==> config.mk <==
export PLATFORM = sky130hd
export DESIGN_NAME = iq_packet_splitter
export DESIGN_NICKNAME = d
export VERILOG_FILES = /design/src/rtl/iq_packet_splitter.sv
export SDC_FILE = /design/constraint.sdc
export NUM_CORES = 1
export LEC_CHECK = 0
export ABC_AREA = 1
export ABC_CLOCK_PERIOD_IN_PS = 1800
export BUFFER_PORTS_ARGS = -buffer_cell sky130_fd_sc_hd__buf_2
export CELL_PAD_IN_SITES_DETAIL_PLACEMENT = 1
export CELL_PAD_IN_SITES_GLOBAL_PLACEMENT = 1
export CORE_UTILIZATION = 39
export CTS_CLUSTER_DIAMETER = 150
export DETAILED_ROUTE_END_ITERATION = 7
export GPL_TIMING_DRIVEN = 1
export PLACE_DENSITY_LB_ADDON = 0.1
export SKIP_CTS_REPAIR_TIMING = 1
export SYNTH_ARGS = -nofsm -noshare
export SYNTH_HDL_FRONTEND = slang
export SYNTH_SLANG_ARGS = --single-unit
==> constraint.sdc <==
create_clock -name aclk -period 1.8 [get_ports aclk]
set_input_delay 0.36 -clock aclk [delete_from_list [all_inputs] [get_ports aclk]]
set_output_delay 0.36 -clock aclk [all_outputs]
set_load 0.05 [all_outputs]
==> src/rtl/iq_packet_splitter.sv <==
`timescale 1ns/100ps
// AXI-Stream front end: splits each word into an in-phase packet (even bits) and a
// quadrature packet (odd bits), double-buffered per branch for the component FSM pair.
module iq_packet_splitter #(
  parameter  int C_S00_AXIS_TDATA_WIDTH = 16,
  localparam int HW = C_S00_AXIS_TDATA_WIDTH / 2,
  localparam int CW = $clog2(HW)
) (
  input  logic                              aclk,
  input  logic                              sresetn,
  input  logic [C_S00_AXIS_TDATA_WIDTH-1:0] s00_axis_tdata,
  input  logic                              s00_axis_tvalid,
  output logic                              s00_axis_tready,
  input  logic                              s00_axis_tlast,
  input  logic                              inphase_receive_data,
  input  logic                              quadrature_receive_data,
  input  logic [CW-1:0]                     inphase_data_counter,
  input  logic [CW-1:0]                     quadrature_data_counter,
  input  logic                              end_of_transmission,
  output logic                              start_fsms,
  output logic                              last_inphase_packet,
  output logic                              last_quadrature_packet,
  output logic                              inphase_bit,
  output logic                              quadrature_bit,
  output logic                              underrun
);

  typedef enum logic [1:0] {
    S_IDLE   = 2'd0,
    S_PRIMED = 2'd1,
    S_RUN    = 2'd2,
    S_DRAIN  = 2'd3
  } state_t;

  state_t state;
  state_t next_state;

  logic [HW-1:0] cur_i;
  logic [HW-1:0] cur_q;
  logic [HW-1:0] nxt_i;
  logic [HW-1:0] nxt_q;
  logic          cur_last_i;
  logic          cur_last_q;
  logic          nxt_valid_i;
  logic          nxt_valid_q;
  logic          nxt_last_i;
  logic          nxt_last_q;

  logic          ready;
  logic          handshake;
  logic          streaming;
  logic [HW-1:0] word_i;
  logic [HW-1:0] word_q;

  function automatic logic [HW-1:0] split_half(input logic [C_S00_AXIS_TDATA_WIDTH-1:0] word,
                                               input logic odd);
    logic [HW-1:0] half;
    half = '0;
    for (int k = 0; k < HW; k++) begin
      half[k] = odd ? word[2*k+1] : word[2*k];
    end
    return half;
  endfunction

  assign word_i    = split_half(s00_axis_tdata, 1'b0);
  assign word_q    = split_half(s00_axis_tdata, 1'b1);
  assign streaming = (state == S_RUN) || (state == S_DRAIN);

  // State register
  always_ff @(posedge aclk) begin
    if (!sresetn) begin
      state <= S_IDLE;
    end else begin
      state <= next_state;
    end
  end

  // Ready, handshake and next-state decode; ready is held low while in reset
  always_comb begin
    next_state = state;
    ready      = 1'b0;
    handshake  = 1'b0;
    case (state)
      S_IDLE:  ready = sresetn;
      S_RUN:   ready = sresetn && !nxt_valid_i && !nxt_valid_q;
      default: ready = 1'b0;
    endcase
    handshake = s00_axis_tvalid && ready;
    case (state)
      S_IDLE: begin
        if (handshake) next_state = S_PRIMED;
        else           next_state = S_IDLE;
      end
      S_PRIMED: begin
        if (end_of_transmission) next_state = S_IDLE;
        else if (cur_last_i)     next_state = S_DRAIN;
        else                     next_state = S_RUN;
      end
      S_RUN: begin
        if (end_of_transmission)            next_state = S_IDLE;
        else if (handshake && s00_axis_tlast) next_state = S_DRAIN;
        else                                next_state = S_RUN;
      end
      S_DRAIN: begin
        if (end_of_transmission) next_state = S_IDLE;
        else                     next_state = S_DRAIN;
      end
      default: next_state = S_IDLE;
    endcase
  end

  // Per-branch double buffers, bypass path and sticky underrun flag
  always_ff @(posedge aclk) begin
    if (!sresetn) begin
      cur_i       <= '0;
      cur_q       <= '0;
      nxt_i       <= '0;
      nxt_q       <= '0;
      cur_last_i  <= 1'b0;
      cur_last_q  <= 1'b0;
      nxt_valid_i <= 1'b0;
      nxt_valid_q <= 1'b0;
      nxt_last_i  <= 1'b0;
      nxt_last_q  <= 1'b0;
      underrun    <= 1'b0;
    end else if ((state != S_IDLE) && end_of_transmission) begin
      cur_last_i  <= 1'b0;
      cur_last_q  <= 1'b0;
      nxt_valid_i <= 1'b0;
      nxt_valid_q <= 1'b0;
      nxt_last_i  <= 1'b0;
      nxt_last_q  <= 1'b0;
    end else if (state == S_IDLE) begin
      if (handshake) begin
        cur_i      <= word_i;
        cur_q      <= word_q;
        cur_last_i <= s00_axis_tlast;
        cur_last_q <= s00_axis_tlast;
        underrun   <= 1'b0;
      end
    end else if (streaming) begin
      // A consume pulse on a branch already holding its final packet is ignored
      if (inphase_receive_data && !cur_last_i) begin
        if (nxt_valid_i) begin
          cur_i       <= nxt_i;
          cur_last_i  <= nxt_last_i;
          nxt_valid_i <= 1'b0;
        end else if (handshake) begin
          cur_i      <= word_i;
          cur_last_i <= s00_axis_tlast;
        end else begin
          underrun <= 1'b1;
        end
      end else if (handshake) begin
        nxt_i       <= word_i;
        nxt_valid_i <= 1'b1;
        nxt_last_i  <= s00_axis_tlast;
      end

      if (quadrature_receive_data && !cur_last_q) begin
        if (nxt_valid_q) begin
          cur_q       <= nxt_q;
          cur_last_q  <= nxt_last_q;
          nxt_valid_q <= 1'b0;
        end else if (handshake) begin
          cur_q      <= word_q;
          cur_last_q <= s00_axis_tlast;
        end else begin
          underrun <= 1'b1;
        end
      end else if (handshake) begin
        nxt_q       <= word_q;
        nxt_valid_q <= 1'b1;
        nxt_last_q  <= s00_axis_tlast;
      end
    end
  end

  assign s00_axis_tready        = ready;
  assign start_fsms             = (state == S_PRIMED);
  assign last_inphase_packet    = cur_last_i;
  assign last_quadrature_packet = cur_last_q;
  assign inphase_bit            = cur_i[inphase_data_counter];
  assign quadrature_bit         = cur_q[quadrature_data_counter];

endmodule
# ---- After elaboration in Yosys (flattened, before gate mapping)
# Cells that the tools add are included.
dict set report word_totals {
  reg_bits 41
}
dict set report classes {
  magnitude_cmp 2
  eq_ne 4
  mux 44
  bitwise_logic 5
  reduce_logical 31
}
# op n
set ops {}
lappend ops {{$mux W8} 10}
lappend ops {{$mux W1} 27}
lappend ops {{$reduce_and A3 Y1} 5}
lappend ops {{$reduce_bool A2 Y1} 6}
lappend ops {{$reduce_and A5 Y1} 2}
lappend ops {{$lt A3 B4 Y1 const B} 2}
lappend ops {{$pmux W2 S4} 1}
lappend ops {{$reduce_and A4 Y1} 2}
lappend ops {{$logic_and A1 B1 Y1} 7}
lappend ops {{$bmux W1 S3} 2}
lappend ops {{$mux W2} 3}
lappend ops {{$not A1 Y1} 5}
lappend ops {{$eq A2 B2 Y1 const B} 2}
lappend ops {{$logic_not A1 Y1} 4}
lappend ops {{$reduce_and A2 Y1} 2}
lappend ops {{$eq A2 B1 Y1 const B} 1}
lappend ops {{$logic_not A2 Y1} 1}
lappend ops {{$ne A2 B2 Y1 const B} 1}
lappend ops {{$pmux W1 S2} 1}
lappend ops {{$reduce_or A2 Y1} 1}
lappend ops {{$logic_or A1 B1 Y1} 1}

# ---- Logic depth before layout (Yosys ltp)
# Gate-level depths: netlist (run 1).
dict set report depth {
  ltp_word 13
  ltp_mapped 9
  depth_no_buf 8
}

# ---- Worst setup path after synthesis (run 1)
# Ideal clock, no wire load.
dict set report synth_path {
  kind {in2out}
  from {input inphase_data_counter[0]}
  to {output inphase_bit}
  arrival_ns 1.426
  t_required_ns 1.440
  setup_slack_ns 0.014
  path_stages 4
  n_path_buf 0
  path_cell_list {inv_1 -> nor2_1 -> o21a_1 -> a21oi_1}
}
dict set report synth_via {
  elab_chain_len 2
}
# element line
set synth_lines {}
lappend synth_lines {{from (decl)} 17} ;# input logic [CW-1:0] inphase_data_counter,
lappend synth_lines {{$bmux W1 S3} 183} ;# assign inphase_bit = cur_i[inphase_data_counter];
lappend synth_lines {{$mux W1 (implied by the code)} 183}
lappend synth_lines {{to (decl)} 23} ;# output logic inphase_bit,
# Every way passes these cells. The select of a mux whose other input is x is not followed.

# ---- Final worst setup path (run 1)
dict set report layout_path {
  from {register state[0]}
  to {output start_fsms}
}
dict set report layout_via {
  elab_chain_len 1
}
# element line
set layout_lines {}
lappend layout_lines {{from (decl)} 35} ;# state_t state;
lappend layout_lines {{from (signal assigned)} 74} ;# state <= next_state;
lappend layout_lines {{$eq A2 B1 Y1} 180} ;# assign start_fsms = (state == S_PRIMED);
lappend layout_lines {{to (decl)} 20} ;# output logic start_fsms,
# Every way passes these cells.

==> results.yml, run 1 <==
sta:
  slew-limit-headroom: 0.753
  setup-violations-final: 0
  skew_ps: 5.50
  fin_crit_ps: 1680
  fin_crit_sh: 0.932
  setup_tns_ps: 0
  slew_viol_final: 0
  clock.fmax_mhz: 596
  worst_pin_slew_ps: 369
  grt_setup_unrepaired: "false"
  hold_violations: 0
pwr:
  ir_drop_mv: 0.313
  p_total_mw: 1.92
  powerDensity_mw_per_mm2: 728
  p_leak_nw: 1.28
cts:
  numCtsBuffers: 5
  clk_pin_slew_ps: 80
  cts_tree: "built"
  cts_root_buffer: "clkbuf_8"
  cts_max_level: 2
  cts_sinks: 41
  clock_latency_ps: 290
  clock_path_buffers: 2
logic_synthesis:
  syn-instance-count: 355
  synth-adder-area-share: 0
  ys_ff_latch: 41
  yosys_warnings: 0
  synth_cell_type_count: 26
  avgSynthCellArea_um2: 6.45
  syn_area_mm2: 0.00229
  synthesis.nets: 384
  synthXorXnorAreaFrac: 0
  muxShareOfSynthArea: 0
  yosys.area_share.simple: 0.418
  ys_seq_area_frac: 0.358
  synth-compound-area-share: 0.135
  synth_top_family_by_area: "simple AND/OR/NAND/NOR gates"
drt:
  wl_per_cell_um: 12.7
  drt_iter0_markers: 108
  drc: 0
  avgViaCountPerCell: 4.94
  drtAntennaViolNets: 0
  firstDrtPassIters: 4
  num_vias: 2302
  routed_wl_um: 5940
finish:
  finalNetCount: 422
  regArea_um2: 823
  multi_input_comb_area_mm2: 0.00127
  final_util: 0.472
  final_area_mm2: 0.00263
  drive_above_1_share: 0.185
  areaGrowthSynthToFinish_pct: 14.9
  num-fill-cells: 783
  final_cells: 466
  diodes: 0
critical_path:
  path_max_fanout: 4
  path_class: "reg2out"
  arrival_ps: 1320
  crit_required_ps: 1440
  startpoint_type: "flip-flop"
  end_kind: "output pin"
global_route:
  grt-ovfl-total: 0
  antenna_found_initial: 0
  grt_max_degree: 34
  grt_usage: 0.213
  grt_pass1_wl_um: 10500
  first_global_vias: 2260
floorplan:
  die_area_mm2: 0.00619
  rows: 27
  dieWidth_um: 78.6
  die_y_um: 78.6
  fp.coreArea_mm2: 0.00557
  initial_core_util: 0.411
  io_pins: 36
job:
  cap_violations: 0
placed_design:
  io_buffers: 35
  placed_cells: 458
  dp_hpwl_um: 4360
  gp_congestion: 0.795
  postPlaceCellArea_mm2: 0.00254
hold_path:
  min_path_type: "in2reg"
run_status:
  status: "finished, final reports clean"
[worst paths after layout]
kind | start | endpoint | slack, ps | depth (start not counted)
worst min register to register | underrun$_SDFFE_PN0P_ | underrun$_SDFFE_PN0P_ | 480 | 2
worst max register to register | state[0]$_SDFF_PN0_ | cur_q[7]$_SDFFE_PN0P_ | 210 | 7
worst min-delay path | end_of_transmission | state[1]$_SDFF_PN0_ | 330 | 2
worst max-delay path | state[0]$_SDFF_PN0_ | start_fsms | 120 | 3
[critical path, cell delays in order (launching register included)]
cell and delay [ps]:
dfxtp_1 500, inv_2 110, nor2_1 140, buf_2 280
[layout by cell type (no fill, tap or decap), types with 3 or more instances in the layout]
cell and instances:
a21oi_1 39, buf_2 33, buf_4 11, clkbuf_8 5, dfxtp_1 39, inv_1 27
inv_2 4, nand2_1 102, nand2_2 3, nand3_1 22, nand3b_1 15, nand4_1 3
nor2_1 54, nor2_2 4, o21a_1 3, o21ai_0 13
[cell usage after synthesis (all sizes together)]
cell type / instances / area [um2]
nand2: 107 / 424
nor2: 60 / 259
dfxtp: 41 / 821
a21oi: 39 / 195
inv: 31 / 116
nand3: 23 / 120
o21ai: 17 / 92.6
nand3b: 15 / 113
buf: 11 / 78.8
nand4: 4 / 31.3
o21a: 3 / 22.5
clkbuf: 2 / 7.51
nor3: 2 / 10.0
[layer usage]
metal  GRT usage  vias to the layer above  wire (um)
met1       0.274                     1056       2920
met5           0                        -          0
met3      0.0384                        6        152
li1            -                     1210          -
met4      0.0481                        0         52
met2       0.366                       30       2810
[flip-flops by register name, summed over array words and instances (netlist names)]
| register | flops |
|---|---|
| nxt_valid_q | 1 |
| nxt_q | 8 |
| last_quadrature_packet | 1 |
| cur_i | 8 |
| nxt_last_i | 1 |
| nxt_valid_i | 1 |
| last_inphase_packet | 1 |
| cur_q | 8 |
| nxt_last_q | 1 |
| underrun | 1 |
| state | 2 |
| nxt_i | 8 |
[where the power goes]
| part | total [mW] | leakage [nW] | internal, mW | switching, mW |
|---|---|---|---|---|
| Clock | 0.600 | 0.0439 | 0.268 | 0.332 |
| Sequential | 0.967 | 0.334 | 0.943 | 0.0237 |
| Combinational | 0.350 | 0.905 | 0.126 | 0.224 |
| Total | 1.92 | 1.28 | 1.34 | 0.579 |
[layout make-up]
class	instances	area share
multi-input combinational	270	0.482
clock inverter	3	0.00666
timing repair buffer	44	0.0942
tap	72	0.0342
sequential	41	0.313
clock buffer	5	0.0262
inverter	31	0.0442
[through the flow]
stage / setup WS (ps) / hold slack [ps]
after floorplan: 13.8 / 437
after global placement: 204 / 461
after detailed placement: 181 / 465
after CTS: 52.3 / 320
after global routing: 8.28 / 321
final: 123 / 331
[cell families after synthesis]
family	after synthesis
simple gates	211
flops	41
compound gates	59
buf+inv	44
Note: power is estimated with default switching activity, not from simulation.
==> run 2: changes to the inputs <==
--- a/config.mk
+++ b/config.mk
@@ -6,15 +6,15 @@
 export NUM_CORES = 1
 export LEC_CHECK = 0
 export ABC_AREA = 1
-export ABC_CLOCK_PERIOD_IN_PS = 1800
+export ABC_CLOCK_PERIOD_IN_PS = 2000
 export BUFFER_PORTS_ARGS = -buffer_cell sky130_fd_sc_hd__buf_2
 export CELL_PAD_IN_SITES_DETAIL_PLACEMENT = 1
 export CELL_PAD_IN_SITES_GLOBAL_PLACEMENT = 1
-export CORE_UTILIZATION = 39
+export CORE_UTILIZATION = 42
 export CTS_CLUSTER_DIAMETER = 150
 export DETAILED_ROUTE_END_ITERATION = 7
 export GPL_TIMING_DRIVEN = 1
-export PLACE_DENSITY_LB_ADDON = 0.1
+export PLACE_DENSITY = 0.92
 export SKIP_CTS_REPAIR_TIMING = 1
 export SYNTH_ARGS = -nofsm -noshare
 export SYNTH_HDL_FRONTEND = slang
==> constraint.sdc (replaced) <==
create_clock -name aclk -period 2 [get_ports aclk]
set_input_delay 0.4 -clock aclk [delete_from_list [all_inputs] [get_ports aclk]]
set_output_delay 0.4 -clock aclk [all_outputs]
set_load 0.05 [all_outputs]
==> run 2 against run 1 <==
  * Die area decreased by 7.0%
  * Wire length increased by 3.5%
  * Non-clock buffer count decreased by 3
  * Clock skew decreased by 2.6 ps
==> results.yml, run 2 (synthesis results as in run 1) <==
critical_path:
  startpoint_type: "flip-flop"
  path_max_fanout: 2
  arrival_ps: 1350
  crit_start: "cur_i[0]$_SDFFE_PN0P_"
  path_class: "reg2out"
  end_kind: "output pin"
  cpMostUsedCell: "nor2_1"
  crit_required_ps: 1600
  worst-path-buf-inv: 1
  path_cells: "nor2_1 > nor2_1 > o21ai_0 > o21ai_0 > nor2_1 > a21oi_1 > buf_2"
  max_stage_delay_ps: 340
  timing.critical_path.max_delay_family: "flip-flops"
  cp_slowest_cell: "dfxtp_1"
  rr_startpoint: "state[1]$_SDFF_PN0_"
cts:
  cts_sinks: 41
  cts_tree: "built"
  cts_max_level: 2
  clock_latency_ps: 300
  cts_root_buffer: "clkbuf_8"
  numCtsBuffers: 5
  clock_path_buffers: 2
  clk_pin_slew_ps: 80
pwr:
  powerDensity_mw_per_mm2: 684
  ir_drop_mv: 0.390
  p_leak_nw: 1.28
placed_design:
  io_buffers: 35
  gp_congestion: 0.875
  dp_hpwl_um: 4400
job:
  cap_violations: 0
run_status:
  status: "finished, final reports clean"
finish:
  num-fill-cells: 716
  diodes: 0
  drive_above_1_share: 0.176
  layout_commonest_cell: "nand2_1"
  final_cell_mix: "nand2_1, nor2_1, dfxtp_1"
  areaGrowthSynthToFinish_pct: 14.2
  finalNetCount: 419
drt:
  routed_wl_um: 6140
  drc: 0
  num_vias: 2358
  drt_iter0_markers: 108
  firstDrtPassIters: 4
  drtAntennaViolNets: 0
  avgViaCountPerCell: 5.11
  wl_per_cell_um: 13.3
sta:
  clock.fmax_mhz: 572
  setup_tns_ps: 0
  slew-limit-headroom: 0.584
  grt_setup_unrepaired: "false"
  hold_violations: 0
  worst_pin_slew_ps: 623
  slew_viol_final: 0
  fin_crit_ps: 1750
  fin_hold_ws_ps: 368
  setup-violations-final: 0
  skew_ps: 2.86
  fin_crit_sh: 0.874
floorplan:
  fp.coreArea_mm2: 0.00517
  io_pins: 36
  die_area_mm2: 0.00575
  initial_core_util: 0.443
  dieWidth_um: 75.9
  rows: 26
  die_y_um: 75.9
hold_path:
  min_path_type: "in2reg"
  worstHoldStart: "end_of_transmission"
global_route:
  grt-ovfl-total: 0
  first_global_vias: 2245
  grt_pass1_wl_um: 10000
  grt_max_degree: 34
  grt_usage: 0.233
  antenna_found_initial: 0
==> run 2: cell types whose count changed in the layout (fill, tap and decap cells not counted), sizes merged <==
cell | before | now
buf | 44 | 41
clkinvlp | 1 | 0
clkbuf | 5 | 7
clkinv | 2 | 1
==> run 2: path summary, 6_finish.rpt <==
kind,end,slack [ps],cells past startpoint
max reg2reg,cur_q[5]$_SDFFE_PN0P_,360,7
max,inphase_bit,250,7
min,state[1]$_SDFF_PN0_,370,2
min reg2reg,underrun$_SDFFE_PN0P_,480,2
==> run 2: layout make-up <==
type	instances	area, um2	area share
clock buffers	7	96.3	0.0368
clock inverters	1	5.00	0.00191
inverters	31	116	0.0445
multi-input cells	270	1270	0.485
flip-flops and latches	41	821	0.314
well taps	70	87.6	0.0335
repair buffers	41	220	0.0842
==> run 2: per-stage QoR <==
step           cell area (um2)  cells  utilization  setup slack (ps)  power, mW
3_5_place_dp              2510    453        0.486               188       1.20
5_1_grt                   2620    461        0.506              69.9       1.88
2_1_floorplan             2290    355            -               134       1.11
3_3_place_gp              2510    453        0.486               285       1.18
6_report                  2620    461        0.506               252       1.79
4_1_cts                   2610    461        0.505               184       1.81
==> run 2: report_power, final <==
part | internal, mW | total [mW] | switching, mW
Combinational | 0.108 | 0.312 | 0.205
Clock | 0.312 | 0.608 | 0.295
Sequential | 0.848 | 0.869 | 0.0209
==> run 2: layer usage <==
layer | GRT usage | part of all wire
met2 | 0.401 | 0.49
met4 | 0.0617 | 0.011
met3 | 0.0437 | 0.027
met1 | 0.297 | 0.48
met5 | 0 | 0
